==> config.mk <==
export PLATFORM = sky130hd
export DESIGN_NAME = ehl_ahb_matrix_in_buf
export DESIGN_NICKNAME = d
export VERILOG_FILES = /design/src/rtl/ehl_ahb_matrix_in_buf_pkg.sv /design/src/rtl/ehl_ahb_addr_dec.sv /design/src/rtl/ehl_ahb_matrix_in_buf.sv
export SDC_FILE = /design/constraint.sdc
export NUM_CORES = 1
export LEC_CHECK = 0
export CORE_AREA = 2 2 107 109
export CTS_CLUSTER_DIAMETER = 60
export DETAILED_ROUTE_END_ITERATION = 10
export DIE_AREA = 0 0 109 111
export PLACE_DENSITY_LB_ADDON = 0.3
export SYNTH_ARGS = -nofsm -noshare
export SYNTH_HDL_FRONTEND = slang
export SYNTH_HIERARCHICAL = 1
export SYNTH_SLANG_ARGS = --single-unit
==> constraint.sdc <==
create_clock -name hclk -period 4.51 [get_ports hclk]
set_input_delay 1.1275 -clock hclk [delete_from_list [all_inputs] [get_ports hclk]]
set_output_delay 1.1275 -clock hclk [all_outputs]
set_load 0.01 [all_outputs]
==> src/rtl/ehl_ahb_matrix_in_buf_pkg.sv <==
// ehl_ahb_matrix_in_buf_pkg: shared AHB codes, input-stage FSM states and one-hot index helper
package ehl_ahb_matrix_in_buf_pkg;
  localparam logic [1:0] HTRANS_IDLE = 2'b00;
  localparam logic [1:0] HRESP_OKAY  = 2'b00;
  localparam logic [1:0] HRESP_ERROR = 2'b01;
  typedef enum logic [2:0] {ST_IDLE, ST_PEND, ST_DATA, ST_ERR1, ST_ERR2} state_t;
  function automatic logic [4:0] oh2idx(input logic [31:0] oh);
    logic [4:0] r;
    r = '0;
    for (int i = 0; i < 32; i++) r |= oh[i] ? 5'(i) : 5'd0;
    return r;
  endfunction
endpackage

==> src/rtl/ehl_ahb_addr_dec.sv <==
// ehl_ahb_addr_dec: base/mask window decode with lowest-index priority and miss flag
module ehl_ahb_addr_dec #(
  parameter int SNUM = 4,
  parameter int AW = 32,
  parameter logic [SNUM*AW-1:0] SLV_BASE = {SNUM*AW{1'b0}},
  parameter logic [SNUM*AW-1:0] SLV_MASK = {SNUM*AW{1'b0}}
) (
  input  logic [AW-1:0]   haddr,
  input  logic [SNUM-1:0] route,
  output logic [SNUM-1:0] sel,
  output logic            miss
);
  logic [SNUM-1:0] hit;
  // per-window match gated by the route enable
  always_comb begin
    hit = '0;
    for (int i = 0; i < SNUM; i++) hit[i] = ((haddr & SLV_MASK[i*AW +: AW]) == SLV_BASE[i*AW +: AW]) & route[i];
  end
  assign sel  = hit & (~hit + SNUM'(1));
  assign miss = ~|hit;
endmodule

==> src/rtl/ehl_ahb_matrix_in_buf.sv <==
// ehl_ahb_matrix_in_buf: buffered AHB matrix input stage; EHL_AHB_MTX_IN_DECERR_EN enables default-slave ERROR
module ehl_ahb_matrix_in_buf
  import ehl_ahb_matrix_in_buf_pkg::*;
#(
  parameter int SNUM = 4,
  parameter int AW = 32,
  parameter int DW = 32,
  parameter logic [SNUM*AW-1:0] SLV_BASE = {SNUM*AW{1'b0}},
  parameter logic [SNUM*AW-1:0] SLV_MASK = {SNUM*AW{1'b0}}
) (
  input  logic            hclk,
  input  logic            hresetn,
  input  logic [AW-1:0]   haddr,
  input  logic [1:0]      htrans,
  input  logic            hwrite,
  input  logic [2:0]      hsize,
  input  logic [2:0]      hburst,
  input  logic [3:0]      hprot,
  input  logic [SNUM-1:0] route,
  output logic            om_hready,
  output logic [DW-1:0]   om_hrdata,
  output logic [1:0]      om_hresp,
  output logic [SNUM-1:0] os_req,
  input  logic [SNUM-1:0] is_gnt,
  output logic [AW-1:0]   os_haddr,
  output logic [1:0]      os_htrans,
  output logic            os_hwrite,
  output logic [2:0]      os_hsize,
  output logic [2:0]      os_hburst,
  output logic [3:0]      os_hprot,
  input  logic [SNUM*DW-1:0] is_hrdata,
  input  logic [SNUM-1:0] is_hready,
  input  logic [SNUM*2-1:0] is_hresp
);
  localparam int SW = (SNUM > 1) ? $clog2(SNUM) : 1;
  state_t state_q, state_d;
  logic [SW-1:0] dsel_q, dsel_d;
  logic [AW-1:0] haddr_q;
  logic [1:0] htrans_q;
  logic hwrite_q;
  logic [2:0] hsize_q, hburst_q;
  logic [3:0] hprot_q;
  logic [SNUM-1:0] sel;
  logic miss, rdy, accept, gnt, pend;
  ehl_ahb_addr_dec #(.SNUM(SNUM), .AW(AW), .SLV_BASE(SLV_BASE), .SLV_MASK(SLV_MASK)) u_dec (
    .haddr(haddr),
    .route(route),
    .sel(sel),
    .miss(miss)
  );
  assign pend   = state_q == ST_PEND;
  assign rdy    = (state_q == ST_DATA) ? is_hready[dsel_q] : (state_q == ST_IDLE) || (state_q == ST_ERR2);
  assign accept = hresetn & htrans[1] & rdy;
  assign gnt    = |(is_gnt & os_req);
  // FSM state and selected slave register
  always_ff @(posedge hclk or negedge hresetn) begin
    if (!hresetn) begin
      state_q <= ST_IDLE;
      dsel_q  <= '0;
    end else begin
      state_q <= state_d;
      dsel_q  <= dsel_d;
    end
  end
  // address-phase hold register, loaded on every accepted transfer
  always_ff @(posedge hclk or negedge hresetn) begin
    if (!hresetn) begin
      haddr_q  <= '0;
      htrans_q <= '0;
      hwrite_q <= 1'b0;
      hsize_q  <= '0;
      hburst_q <= '0;
      hprot_q  <= '0;
    end else if (accept) begin
      haddr_q  <= haddr;
      htrans_q <= htrans;
      hwrite_q <= hwrite;
      hsize_q  <= hsize;
      hburst_q <= hburst;
      hprot_q  <= hprot;
    end
  end
  // next state: wait for grant in PEND, otherwise follow the accept/decode result whenever the master sees ready
  always_comb begin
    state_d = state_q;
    dsel_d  = dsel_q;
    if (pend) state_d = gnt ? ST_DATA : ST_PEND;
    else if (state_q == ST_ERR1) state_d = ST_ERR2;
    else if (rdy) begin
      state_d = ST_IDLE;
      if (accept && !miss) begin
        state_d = gnt ? ST_DATA : ST_PEND;
        dsel_d  = SW'(oh2idx(32'(sel)));
      end
`ifdef EHL_AHB_MTX_IN_DECERR_EN
      else if (accept) state_d = ST_ERR1;
`endif
    end
  end
  // outputs: response mux back to the master, live or held address phase towards the slaves
  always_comb begin
    om_hready = rdy;
    om_hresp  = (state_q == ST_DATA) ? is_hresp[2*dsel_q +: 2] :
                (state_q == ST_ERR1 || state_q == ST_ERR2) ? HRESP_ERROR : HRESP_OKAY;
    om_hrdata = (state_q == ST_DATA) ? is_hrdata[DW*dsel_q +: DW] : '0;
    os_req    = pend ? SNUM'(1) << dsel_q : accept ? sel : '0;
    os_haddr  = pend ? haddr_q : haddr;
    os_hwrite = pend ? hwrite_q : hwrite;
    os_hsize  = pend ? hsize_q : hsize;
    os_hburst = pend ? hburst_q : hburst;
    os_hprot  = pend ? hprot_q : hprot;
    os_htrans = (os_req == '0) ? HTRANS_IDLE : pend ? htrans_q : htrans;
  end
endmodule
==> impl_results.md <==
* Clock group share of total power at 11.1%
* Sequential power share at between 20% and 30%
* Max VDD drop at approximately 0.28 mV
* Total Wirelength at about 14,000 um
* Sequential element share of the synthesized area at between 30% and 40%
* DRT antenna net count at 0
* Power consumption at roughly 3.5 mW
* Clk sinks at 50
* Nets at between 700 and 800
* Fin. max-slew vios at 0
* Worst EP arrival at around 3200 ps
* Die area at ~12,000 um^2
* Routed via count at about 3,500
* Area grow syn2layout at 80.0%
* Critical R2R Launch: dsel_q[1]$_DFFE_PN0P_
* Share of layout cells above drive strength 1 at a little over a quarter
* Die Ht at roughly 110 um
* RSZ-0062 raised after global routing: no
* Largest area contributor in the netlist: dfrtp_1
* Placeable Area at between 10,000 and 15,000 um^2
* Sw power at 1.15 mW
* DP HPWL at about 11,000 um
* Slew headroom at between 40% and 50%
* Hold path startpoint: htrans_q[1]$_DFFE_PN0N_
* Max Cap Viol at 0
* CP Cell Sequence: clkdlybuf4s50_1 -> nor4b_2 -> nor2_1 -> nand2_1 -> a32o_1 -> clkdlybuf4s50_1
* CP Buf/Inv Count at 2
* FMAX at around 0.23 GHz
* Cell count after synthesis at ~280
* Synth Cell Area at ~3800 um^2
* Routability cong. at ~0.85
* Port buffer count at approximately 280
* Syn. warnings at 6
* Vias in the first global route at 3,814
* DRC Markers at 0
* Worst Tran Pin Value at 751 ps
* Clock Latency Late Sink at about 290 ps
* Worst Hold Class: reg -> reg
* Clock Skew at between 9 and 10 ps
* Syn avg cell area at ~14 um^2
* Root buffer cell: clkbuf_16
* Hold depth at 1
* Setup CP Type: in -> out
* CTS Buffer Depth at 2
* TritonCTS clock tree: built
* Yosys reg bits at 50
* Cts bufs inserted at 5
* Vias per std cell at just over 5
* Ranking of synthesized cells by area: dfrtp_1 (33%), mux4_2 (21%), mux2_4 (15%)
* Starting Density at 34.6%
* Comb pwr share at 65.2%
* Tot GR Track Use at a little under a quarter
* Pwr dens at ~500 nW/um^2
* Crit path required time at approximately 3400 ps
* Total grt overflow at 0
* Register area at about 1300 um^2
* Post-synth top area share at between 30% and 40%
* Fin area at between 6000 and 7000 um^2
* Slowest cell delay on critical path at ~550 ps
* IO Pins at 279
* P_leak at around 2.7 nW
* Largest delay contributor family on the critical path: buffers and inverters
* Most frequent CP cell: clkdlybuf4s50_1
* First-pass GRT wire length at between 20,000 and 25,000 um
* Rows at 39
* Placed Area at between 6000 and 7000 um^2
* Worst Setup SP: route[0]
* Multi-input gate area at around 2500 um^2
* Max FO, Critical Path at 7
* Distinct cells, synth at 33
* Min Tclk post-route at 4280 ps
* Final Hold Fails at 0
* Fill cell count at between 900 and 1,000
* Iter 0 DRT Violations at roughly 140
* Final setup viols at 0
* WL/cell at 20.3 um
* Initial antenna violation count at 2
* Die W at between 100 and 150 um
* Worst Setup End Kind: primary output
* Cell depth of the worst setup path at 6
* Worst-path clk slew at about 70 ps
* FF-to-FF path depth at 6
* Drt first pass iters at 4
* Pin count of the biggest net entering global routing at 51
* Tcrit/Tclk final at a little over nine tenths
* Placed Cells at just under 700
* CP startpoint kind: primary input
* Cell-internal power at between 2 and 2.5 mW
* Crit path max-delay cell type: clkdlybuf4s50_1
* H-Tree Depth at 2
* Non-Filler Instances at a little under 700
* Run status: complete, no violations
* Net Sw Frac at about a third
* Net count after synthesis at 472
cell families (layout without fill, tap and decap cells):
group                  after synthesis  after routing  share of synthesized area, %
muxes                              125            125                          50.6
and+or+nand+nor                     60             60                          9.30
DFF                                 50             50                          32.6
buffers and inverters               25            296                          3.59
AOI/OAI and AO/OA                   17             17                          3.88
other                                0              1                             0
final timing paths:
path / endpoint / slack, ps
hold reg to reg: htrans_q[1]$_DFFE_PN0N_ / 480
setup / recovery: os_htrans[0] / 230
min in group asynchronous: state_q[1]$_DFFE_PN0P_ / 1010
setup reg to reg: hsize_q[1]$_DFFE_PN0N_ / 2190
max in group asynchronous: dsel_q[0]$_DFFE_PN0P_ / 3040
hold / removal: htrans_q[1]$_DFFE_PN0N_ / 480
stage by stage:
| stage | hold slack [ps] | util (%) | worst slack [ps] | TNS, ps |
|---|---|---|---|---|
| after floorplan | 435 | - | 1210 | 0 |
| after global placement | 453 | 60.9 | -54.4 | -63.1 |
| after detailed placement | 464 | 60.9 | -11.2 | -11.2 |
| after CTS | 485 | 62.3 | 256 | 0 |
| after global routing | 515 | 62.3 | 99.8 | 0 |
| final | 484 | 62.3 | 231 | 0 |
state kept, by name (all words and copies together), names as in the netlist:
signal / cells
htrans_q: 2
dsel_q: 2
hwrite_q: 1
state_q: 3
haddr_q: 32
hprot_q: 4
hsize_q: 3
hburst_q: 3
repair_timing:
| item | 4_1_cts | 5_1_grt |
|---|---|---|
| setup buffers | 0 | 0 |
| hold endpoints to repair | 0 | 0 |
| endpoints found under the setup margin | 1 | 0 |
| hold buffers | 0 | 0 |
| resized for setup | 1 | 0 |
routing by layer:
| metal | up-vias | wire, um | global-route usage [%] |
|---|---|---|---|
| met5 | - | 11 | 0 |
| met4 | 2 | 576 | 10.3 |
| met3 | 37 | 1800 | 9.94 |
| met2 | 178 | 6800 | 37.9 |
| met1 | 1735 | 4890 | 23.9 |
| li1 | 1595 | - | - |
power by group through the flow:
stage | logic, mW | clock network [mW] | registers, mW
floorplan | 1.41 | 0 | 0.756
global placement | 2.25 | 0 | 0.813
detailed placement | 2.28 | 0 | 0.818
CTS | 2.29 | 0.400 | 0.821
global route | 2.41 | 0.419 | 0.851
finish | 2.26 | 0.386 | 0.819
area by class of cell:
cell class / count / area share, %
timing repair buffer: 286 / 41.3
multi-input combinational: 202 / 35.6
sequential: 50 / 18.2
tap: 143 / 2.59
clock buffer: 7 / 2.07
clock inverter: 1 / 0.127
inverter: 2 / 0.109
antenna: 1 / 0.0362
Yosys cell counts (all sizes together):
| cell | count |
|---|---|
| a21oi | 1 |
| a221oi | 1 |
| a22o | 3 |
| a32o | 5 |
| buf | 12 |
| clkbuf | 11 |
| dfrtp | 50 |
| inv | 2 |
| mux2 | 88 |
| mux2i | 2 |
| mux4 | 35 |
| nand2 | 6 |
| nand2b | 3 |
| nor2 | 8 |
| nor2b | 35 |
| nor3 | 2 |
| nor3b | 1 |
| nor4 | 2 |
| nor4b | 1 |
| o21ai | 1 |
| o21bai | 2 |
| o22ai | 1 |
| o311ai | 2 |
| o31ai | 1 |
| or3 | 1 |
| or3b | 1 |
placed cells by master, fill, tap and decap left out, types with 2 or more instances in the layout:
cell,netlist,final
inv_1,2,2
a22o_1,3,3
a32o_1,5,5
clkdlybuf4s50_1,0,277
mux2_4,38,38
nor2_1,8,7
dfrtp_1,50,48
nand2_1,6,6
mux2_2,49,49
dfrtp_2,0,2
mux2i_1,2,2
o21bai_1,2,2
mux4_2,35,35
buf_4,2,7
clkbuf_16,0,5
nor2b_1,35,35
nand2b_1,3,3
(Power assumes the default switching activity.)
